`config.mk`:
```
export PLATFORM = sky130hd
export DESIGN_NAME = ram_arbiter_flat
export DESIGN_NICKNAME = d
export VERILOG_FILES = /design/src/rtl/ram_arbiter_pkg.sv /design/src/rtl/ram_arbiter_if.sv /design/src/rtl/ram_arbiter.sv /design/src/flat_wrapper.sv
export SDC_FILE = /design/constraint.sdc
export NUM_CORES = 1
export LEC_CHECK = 0
export CAP_MARGIN = 20
export CORE_MARGIN = 2
export CORE_UTILIZATION = 29
export CTS_CLUSTER_SIZE = 25
export DETAILED_ROUTE_END_ITERATION = 6
export GPL_ROUTABILITY_DRIVEN = 0
export GPL_TIMING_DRIVEN = 0
export PLACE_DENSITY_LB_ADDON = 0.08
export SLEW_MARGIN = 15
export SYNTH_ARGS = -nofsm -noshare
export SYNTH_HDL_FRONTEND = slang
export SYNTH_SLANG_ARGS = --single-unit
```
`constraint.sdc`:
```
create_clock -name clk -period 2.38 [get_ports clk]
set_input_delay 0.714 -clock clk [delete_from_list [all_inputs] [get_ports clk]]
set_output_delay 0.714 -clock clk [all_outputs]
set_load 0.005 [all_outputs]
```
`src/rtl/ram_arbiter_pkg.sv`:
```
// Shared definitions for the system RAM arbiter: state encoding, default widths
// and timing constants, and a helper used to size the shared counter.
package ram_arbiter_pkg;

  localparam int DEF_ADDR_WIDTH   = 11;
  localparam int DEF_DATA_WIDTH   = 8;
  localparam int DEF_CPU_MIN_RUN  = 8;
  localparam int DEF_MAX_VID_HOLD = 64;
  localparam int DEF_RESET_CYCLES = 4;
  localparam int CPU_ADDR_WIDTH   = 16;

  typedef enum logic [2:0] {
    ARB_CPU_RST   = 3'd0,
    ARB_CPU_RUN   = 3'd1,
    ARB_GRANT_VID = 3'd2,
    ARB_GRANT_LDR = 3'd3,
    ARB_RESTORE   = 3'd4
  } arb_state_e;

  function automatic int max3(input int a, input int b, input int c);
    int m;
    m = (a > b) ? a : b;
    return (m > c) ? m : c;
  endfunction

endpackage

```
`src/rtl/ram_arbiter_if.sv`:
```
// Bundle of requester, RAM and debug signals around the RAM arbiter.
// slave = arbiter side, master = requesters/RAM side.
interface ram_arbiter_if
  import ram_arbiter_pkg::*;
#(
    parameter int ADDR_WIDTH = DEF_ADDR_WIDTH,
    parameter int DATA_WIDTH = DEF_DATA_WIDTH
);

    // Requests are levels: a requester keeps req high as long as it wants RAM,
    // and owns the RAM in exactly the cycles its gnt is high. vid_rvalid marks
    // ram_rdata as belonging to the vid_addr presented one cycle earlier.
    logic [CPU_ADDR_WIDTH-1:0] cpu_addr;
    logic [DATA_WIDTH-1:0]     cpu_wdata;
    logic                      cpu_we;
    logic                      cpu_sync;
    logic                      cpu_rdy;
    logic                      cpu_hold_reset;

    logic                      vid_req;
    logic [ADDR_WIDTH-1:0]     vid_addr;
    logic                      vid_gnt;
    logic                      vid_rvalid;

    logic                      ldr_req;
    logic [ADDR_WIDTH-1:0]     ldr_addr;
    logic [DATA_WIDTH-1:0]     ldr_wdata;
    logic                      ldr_we;
    logic                      ldr_gnt;

    logic [ADDR_WIDTH-1:0]     ram_addr;
    logic [DATA_WIDTH-1:0]     ram_wdata;
    logic                      ram_we;

    arb_state_e                dbg_state;

    modport slave (
        input  cpu_addr, cpu_wdata, cpu_we, cpu_sync,
        output cpu_rdy, cpu_hold_reset,
        input  vid_req, vid_addr,
        output vid_gnt, vid_rvalid,
        input  ldr_req, ldr_addr, ldr_wdata, ldr_we,
        output ldr_gnt,
        output ram_addr, ram_wdata, ram_we,
        output dbg_state
    );

    modport master (
        output cpu_addr, cpu_wdata, cpu_we, cpu_sync,
        input  cpu_rdy, cpu_hold_reset,
        output vid_req, vid_addr,
        input  vid_gnt, vid_rvalid,
        output ldr_req, ldr_addr, ldr_wdata, ldr_we,
        input  ldr_gnt,
        input  ram_addr, ram_wdata, ram_we,
        input  dbg_state
    );

endinterface

```
`src/rtl/ram_arbiter.sv`:
```
// Shares the single sync-read system RAM between the program loader, the video
// reader and the 6502; the CPU is only stalled at opcode fetch boundaries.
module ram_arbiter
    import ram_arbiter_pkg::*;
#(
    parameter int ADDR_WIDTH   = DEF_ADDR_WIDTH,
    parameter int DATA_WIDTH   = DEF_DATA_WIDTH,
    parameter int CPU_MIN_RUN  = DEF_CPU_MIN_RUN,
    parameter int MAX_VID_HOLD = DEF_MAX_VID_HOLD,
    parameter int RESET_CYCLES = DEF_RESET_CYCLES
) (
    input  logic          clk,
    input  logic          reset_n,
    ram_arbiter_if.slave  bus
);

    localparam int CNT_MAX = max3(RESET_CYCLES, CPU_MIN_RUN, MAX_VID_HOLD);
    localparam int CNT_W   = $clog2(CNT_MAX + 1);

    localparam logic [CNT_W-1:0] RST_LAST  = CNT_W'(RESET_CYCLES - 1);
    localparam logic [CNT_W-1:0] RUN_MIN   = CNT_W'(CPU_MIN_RUN);
    localparam logic [CNT_W-1:0] HOLD_LAST = CNT_W'(MAX_VID_HOLD - 1);
    localparam logic [CNT_W-1:0] CNT_ONE   = CNT_W'(1);

    arb_state_e       state_q, state_d;
    logic [CNT_W-1:0] cnt_q, cnt_d;
    logic             vid_rvalid_q;

    // Upper CPU address bits are intentionally ignored: no decode above the RAM.
    logic unused_cpu_addr_hi;
    assign unused_cpu_addr_hi = ^bus.cpu_addr[CPU_ADDR_WIDTH-1:ADDR_WIDTH];

    always_ff @(posedge clk or negedge reset_n) begin
        if (!reset_n) begin
            state_q      <= ARB_CPU_RST;
            cnt_q        <= '0;
            vid_rvalid_q <= 1'b0;
        end else begin
            state_q      <= state_d;
            cnt_q        <= cnt_d;
            vid_rvalid_q <= (state_q == ARB_GRANT_VID);
        end
    end

    // One counter serves as reset timer, CPU run length and video hold length.
    always_comb begin
        state_d = state_q;
        cnt_d   = cnt_q;
        case (state_q)
            ARB_CPU_RST: begin
                if (bus.ldr_req) begin
                    state_d = ARB_GRANT_LDR;
                    cnt_d   = '0;
                end else if (cnt_q < RST_LAST) begin
                    cnt_d = cnt_q + CNT_ONE;
                end else begin
                    state_d = ARB_CPU_RUN;
                    cnt_d   = '0;
                end
            end
            ARB_CPU_RUN: begin
                if (bus.ldr_req) begin
                    state_d = ARB_GRANT_LDR;
                    cnt_d   = '0;
                end else if (bus.vid_req && bus.cpu_sync && (cnt_q == RUN_MIN)) begin
                    state_d = ARB_GRANT_VID;
                    cnt_d   = '0;
                end else if (cnt_q != RUN_MIN) begin
                    cnt_d = cnt_q + CNT_ONE;
                end
            end
            ARB_GRANT_VID: begin
                if (bus.ldr_req) begin
                    state_d = ARB_GRANT_LDR;
                    cnt_d   = '0;
                end else if (!bus.vid_req || (cnt_q == HOLD_LAST)) begin
                    state_d = ARB_RESTORE;
                    cnt_d   = '0;
                end else begin
                    cnt_d = cnt_q + CNT_ONE;
                end
            end
            ARB_RESTORE: begin
                state_d = bus.ldr_req ? ARB_GRANT_LDR : ARB_CPU_RUN;
                cnt_d   = '0;
            end
            ARB_GRANT_LDR: begin
                if (!bus.ldr_req) begin
                    state_d = ARB_CPU_RST;
                    cnt_d   = '0;
                end
            end
            default: begin
                state_d = ARB_CPU_RST;
                cnt_d   = '0;
            end
        endcase
    end

    always_comb begin
        bus.cpu_rdy        = 1'b0;
        bus.cpu_hold_reset = 1'b0;
        bus.vid_gnt        = 1'b0;
        bus.ldr_gnt        = 1'b0;
        bus.ram_addr       = bus.cpu_addr[ADDR_WIDTH-1:0];
        bus.ram_wdata      = bus.cpu_wdata;
        bus.ram_we         = 1'b0;
        case (state_q)
            ARB_CPU_RST: begin
                bus.cpu_hold_reset = 1'b1;
            end
            ARB_CPU_RUN: begin
                bus.cpu_rdy = 1'b1;
                bus.ram_we  = bus.cpu_we;
            end
            ARB_GRANT_VID: begin
                bus.vid_gnt  = 1'b1;
                bus.ram_addr = bus.vid_addr;
            end
            ARB_GRANT_LDR: begin
                bus.ldr_gnt        = 1'b1;
                bus.cpu_hold_reset = 1'b1;
                bus.ram_addr       = bus.ldr_addr;
                bus.ram_wdata      = bus.ldr_wdata;
                bus.ram_we         = bus.ldr_we;
            end
            // RESTORE keeps the CPU address on the RAM so read data is valid at RDY.
            default: begin
            end
        endcase
    end

    assign bus.vid_rvalid = vid_rvalid_q;
    assign bus.dbg_state  = state_q;

endmodule

```
`src/flat_wrapper.sv`:
```
// flat-port wrapper written by rule: the top's interface ports become plain ports
module ram_arbiter_flat import ram_arbiter_pkg::*;
#(
    parameter int ADDR_WIDTH   = DEF_ADDR_WIDTH,
    parameter int DATA_WIDTH   = DEF_DATA_WIDTH,
    parameter int CPU_MIN_RUN  = DEF_CPU_MIN_RUN,
    parameter int MAX_VID_HOLD = DEF_MAX_VID_HOLD,
    parameter int RESET_CYCLES = DEF_RESET_CYCLES
)
  (clk, reset_n, bus_cpu_addr, bus_cpu_wdata, bus_cpu_we, bus_cpu_sync, bus_cpu_rdy, bus_cpu_hold_reset, bus_vid_req, bus_vid_addr, bus_vid_gnt, bus_vid_rvalid, bus_ldr_req, bus_ldr_addr, bus_ldr_wdata, bus_ldr_we, bus_ldr_gnt, bus_ram_addr, bus_ram_wdata, bus_ram_we, bus_dbg_state);
  ram_arbiter_if #(.ADDR_WIDTH(ADDR_WIDTH), .DATA_WIDTH(DATA_WIDTH)) bus_i ();
  input  logic clk;
  input  logic reset_n;
  input wire logic [$bits(bus_i.cpu_addr)-1:0] bus_cpu_addr;
  input wire logic [$bits(bus_i.cpu_wdata)-1:0] bus_cpu_wdata;
  input wire logic [$bits(bus_i.cpu_we)-1:0] bus_cpu_we;
  input wire logic [$bits(bus_i.cpu_sync)-1:0] bus_cpu_sync;
  output wire logic [$bits(bus_i.cpu_rdy)-1:0] bus_cpu_rdy;
  output wire logic [$bits(bus_i.cpu_hold_reset)-1:0] bus_cpu_hold_reset;
  input wire logic [$bits(bus_i.vid_req)-1:0] bus_vid_req;
  input wire logic [$bits(bus_i.vid_addr)-1:0] bus_vid_addr;
  output wire logic [$bits(bus_i.vid_gnt)-1:0] bus_vid_gnt;
  output wire logic [$bits(bus_i.vid_rvalid)-1:0] bus_vid_rvalid;
  input wire logic [$bits(bus_i.ldr_req)-1:0] bus_ldr_req;
  input wire logic [$bits(bus_i.ldr_addr)-1:0] bus_ldr_addr;
  input wire logic [$bits(bus_i.ldr_wdata)-1:0] bus_ldr_wdata;
  input wire logic [$bits(bus_i.ldr_we)-1:0] bus_ldr_we;
  output wire logic [$bits(bus_i.ldr_gnt)-1:0] bus_ldr_gnt;
  output wire logic [$bits(bus_i.ram_addr)-1:0] bus_ram_addr;
  output wire logic [$bits(bus_i.ram_wdata)-1:0] bus_ram_wdata;
  output wire logic [$bits(bus_i.ram_we)-1:0] bus_ram_we;
  output wire logic [$bits(bus_i.dbg_state)-1:0] bus_dbg_state;
  assign bus_i.cpu_addr = bus_cpu_addr;
  assign bus_i.cpu_wdata = bus_cpu_wdata;
  assign bus_i.cpu_we = bus_cpu_we;
  assign bus_i.cpu_sync = bus_cpu_sync;
  assign bus_cpu_rdy = bus_i.cpu_rdy;
  assign bus_cpu_hold_reset = bus_i.cpu_hold_reset;
  assign bus_i.vid_req = bus_vid_req;
  assign bus_i.vid_addr = bus_vid_addr;
  assign bus_vid_gnt = bus_i.vid_gnt;
  assign bus_vid_rvalid = bus_i.vid_rvalid;
  assign bus_i.ldr_req = bus_ldr_req;
  assign bus_i.ldr_addr = bus_ldr_addr;
  assign bus_i.ldr_wdata = bus_ldr_wdata;
  assign bus_i.ldr_we = bus_ldr_we;
  assign bus_ldr_gnt = bus_i.ldr_gnt;
  assign bus_ram_addr = bus_i.ram_addr;
  assign bus_ram_wdata = bus_i.ram_wdata;
  assign bus_ram_we = bus_i.ram_we;
  assign bus_dbg_state = bus_i.dbg_state;
  ram_arbiter #(.ADDR_WIDTH(ADDR_WIDTH), .DATA_WIDTH(DATA_WIDTH), .CPU_MIN_RUN(CPU_MIN_RUN), .MAX_VID_HOLD(MAX_VID_HOLD), .RESET_CYCLES(RESET_CYCLES)) u_core (.clk(clk), .reset_n(reset_n), .bus(bus_i));
endmodule
```
==> out/qor.txt <==
Clk buf depth = 2
Clock H-tree levels = 1
Share of flip-flops with an asynchronous set or reset = 100%
Total grt overflow = 0
F_max = 413 MHz
Initial antenna violation count = 0
DRT Pass-1 Iters = 4
Final ANT Viol Nets = 0
Post-DP HPWL = 3.07 mm
Max IR drop VDD = 0.000429 V
Top layer used by detailed routing = met4
CTS tree = done
Total clock sinks = 11
# rows = 21
Syn avg cell area = 8.32 um^2
Die Wd = 64.4 um
Main flop type after synthesis = dfrtp_1
Dpl cells = 256
Reg clk slew, reported paths = 70 ps
Wl on met1 = 1.42 mm
Clock Tree Root = clkbuf_4
Period Utilization, post-route = 102%
Max-Cap Viols = 0
Seq cells post-synth = 11
DR WL met2 = 2.16 mm
Share of cells above drive strength 1 = 22.9%
Worst slew pin tran = 711 ps
Finish-stage setup viols = 3
Post-Synthesis Cells = 127
Maximum number of pins on one net before global-route repair = 12
Number of flops mapped to enable cells by yosys = 0
Initial DRC count = 28
Vias per cell = 4.97
PD cells = 880 nW/um^2
Final nets = 287
Status = finished, violations left
Startpoint types = register
Synth Warn # = 0
Cell taking the most area after synthesis = dfrtp_1
Avg WL per Cell = 14.9 um
DRT Wirelength = 4.00 mm
Area grow syn2layout = 96.8%
CP arrival = 1700 ps
Relative slew margins = 52.4%
Vias in the first global route = 1339
Setup WS post-layout = -38.9 ps
# fillers = 294
Most frequent cells after synthesis = 21 x nand2_1, 14 x o21ai_0, 12 x mux2i_1
Final Skew = 2.12 ps
Die height = 64.4 um
Io pins = 89
Clock latency on the worst-skew pair = 270 ps
Starting Density = 31.0%
Vias = 1337
Pins Over Slew Limit = 0
Port bufs = 83
Ant diodes = 0
Core area = 3420 um^2
First-pass GRT wire length = 6.18 mm
Yosys top cell area share = 26.0%
Req. time, crit path = 1670 ps
Failing checks = negative setup slack
GR Util All Layers = 18.9%
Synth Cell Area = 1060 um^2
Die ar. = 4140 um^2
TNS Setup = -113 ps
CP Class = register to primary output
Synth area leaders = dfrtp_1 26%, mux2i_1 11%, mux2_2 9.6%
RSZ-0062 raised after global routing = yes
DR WL met3 = 402 um
Hold Path Class = register to register
Top-count cell post-synth = nand2_1
Final Hold Viols = 0
Netlist cell types = 37
Min cycle time layout = 2420 ps
Leak Pwr = 0.000939 uW
CP Capture Type = primary output
DRC errors left = 0
Sequential fraction of the synthesis area = 26.0%
Fin cells = 269
Mapped Nets = 190
Cts bufs inserted = 3
Worst-path fanout max = 4
cell families after synthesis:
kind of cell	Yosys count	synth area share, %
mux	21	20.9
fa+ha+maj	2	2.37
flops	11	26.0
buf+inv	12	4.97
simple gates	48	23.8
compound gates	33	21.9
cell usage in the layout (no fill, tap or decap), types with 2 or more instances in the layout:
master           count
nand2_1             20
nor2b_1              2
nor3b_1              2
nor2_1               6
clkdlybuf4s15_1      4
o21ai_1              6
clkbuf_4             4
dlymetal6s2s_1       2
nor3_1               3
a22o_1               2
and2_1               2
nand3_1              2
inv_1                4
clkdlybuf4s50_1     59
dfrtp_1              9
and3b_2              2
o211ai_1             5
o21ai_0              9
dlygate4sd2_1       10
buf_4                9
mux2_2               6
mux2i_1             12
clkbuf_2             6
dfrtp_2              2
mux2_4               3
ha_1                 2
buf_6                6
final timing paths:
| path | from | endpoint | slack, ps | cells past startpoint |
|---|---|---|---|---|
| max in group asynchronous | reset_n | u_core.bus.dbg_state[1] | 1230 | 1 |
| hold reg to reg | u_core.cnt_q[6] | u_core.cnt_q[6] | 570 | 1 |
| setup / recovery | u_core.bus.dbg_state[2] | bus_ram_wdata[3] | -40 | 4 |
| setup reg to reg | u_core.cnt_q[4] | u_core.bus.dbg_state[1] | 120 | 6 |
| min in group asynchronous | reset_n | u_core.cnt_q[2] | 780 | 1 |
| hold / removal | u_core.cnt_q[6] | u_core.cnt_q[6] | 570 | 1 |
layout make-up:
class	count	area [um^2]	area share (%)
Timing Repair Buffer	94	887	42.6
Multi-Input combinational cell	105	769	37.0
Sequential cell	11	278	13.3
Tap cell	46	57.6	2.77
Buffer	5	47.5	2.29
Clock buffer	4	26.3	1.26
Inverter	4	15.0	0.722
worst max-delay path, stage by stage (launching register included):
cell	delay (ps)
dfrtp_1	400
buf_6	130
and3b_2	300
mux2_2	350
dlygate4sd2_1	260
timing repair:
| action | 4_1_cts | 5_1_grt |
|---|---|---|
| hold buffers | 0 | 0 |
| setup buffers | 11 | 0 |
| gates cloned | 1 | 0 |
| gates resized for setup | 57 | 23 |
| setup endpoints to repair | 31 | 22 |
| endpoints found under the hold margin | 0 | 0 |
| pin swaps | 0 | 0 |
through the flow:
| stage | util (%) | setup WS (ps) | power, uW | hold WS, ps | cell area (um^2) |
|---|---|---|---|---|---|
| 6_report | 60.9 | -38.9 | 1830 | 567 | 2080 |
| 5_1_grt | 60.9 | -97.6 | 1960 | 605 | 2080 |
| 4_1_cts | 61.5 | -55.2 | 1860 | 564 | 2100 |
| 3_5_place_dp | 57.0 | -668 | 1600 | 543 | 1950 |
| 3_3_place_gp | 57.0 | -630 | 1580 | 547 | 1950 |
| 2_1_floorplan | - | 1.48 | 910 | 418 | 1060 |
report_power, final:
group	internal (uW)	switching, uW	total (uW)	leakage [uW]
Sequential	230	51.5	281	0.000144
Combinational	814	608	1420	0.000779
Clock	65.0	63.2	128	0.0000150
Total	1110	723	1830	0.000939
state kept, by name, summed over array words and instances (netlist names):
signal and cells:
u_core.cnt_q 7, u_core.bus.vid_rvalid 1, u_core.bus.dbg_state 3
routing by layer:
layer | vias to the layer above | GRT usage, %
met5 | - | 0
met4 | 0 | 2.39
met3 | 5 | 7.22
met2 | 62 | 37.5
met1 | 614 | 18.9
li1 | 656 | -
(Power assumes the default switching activity.)
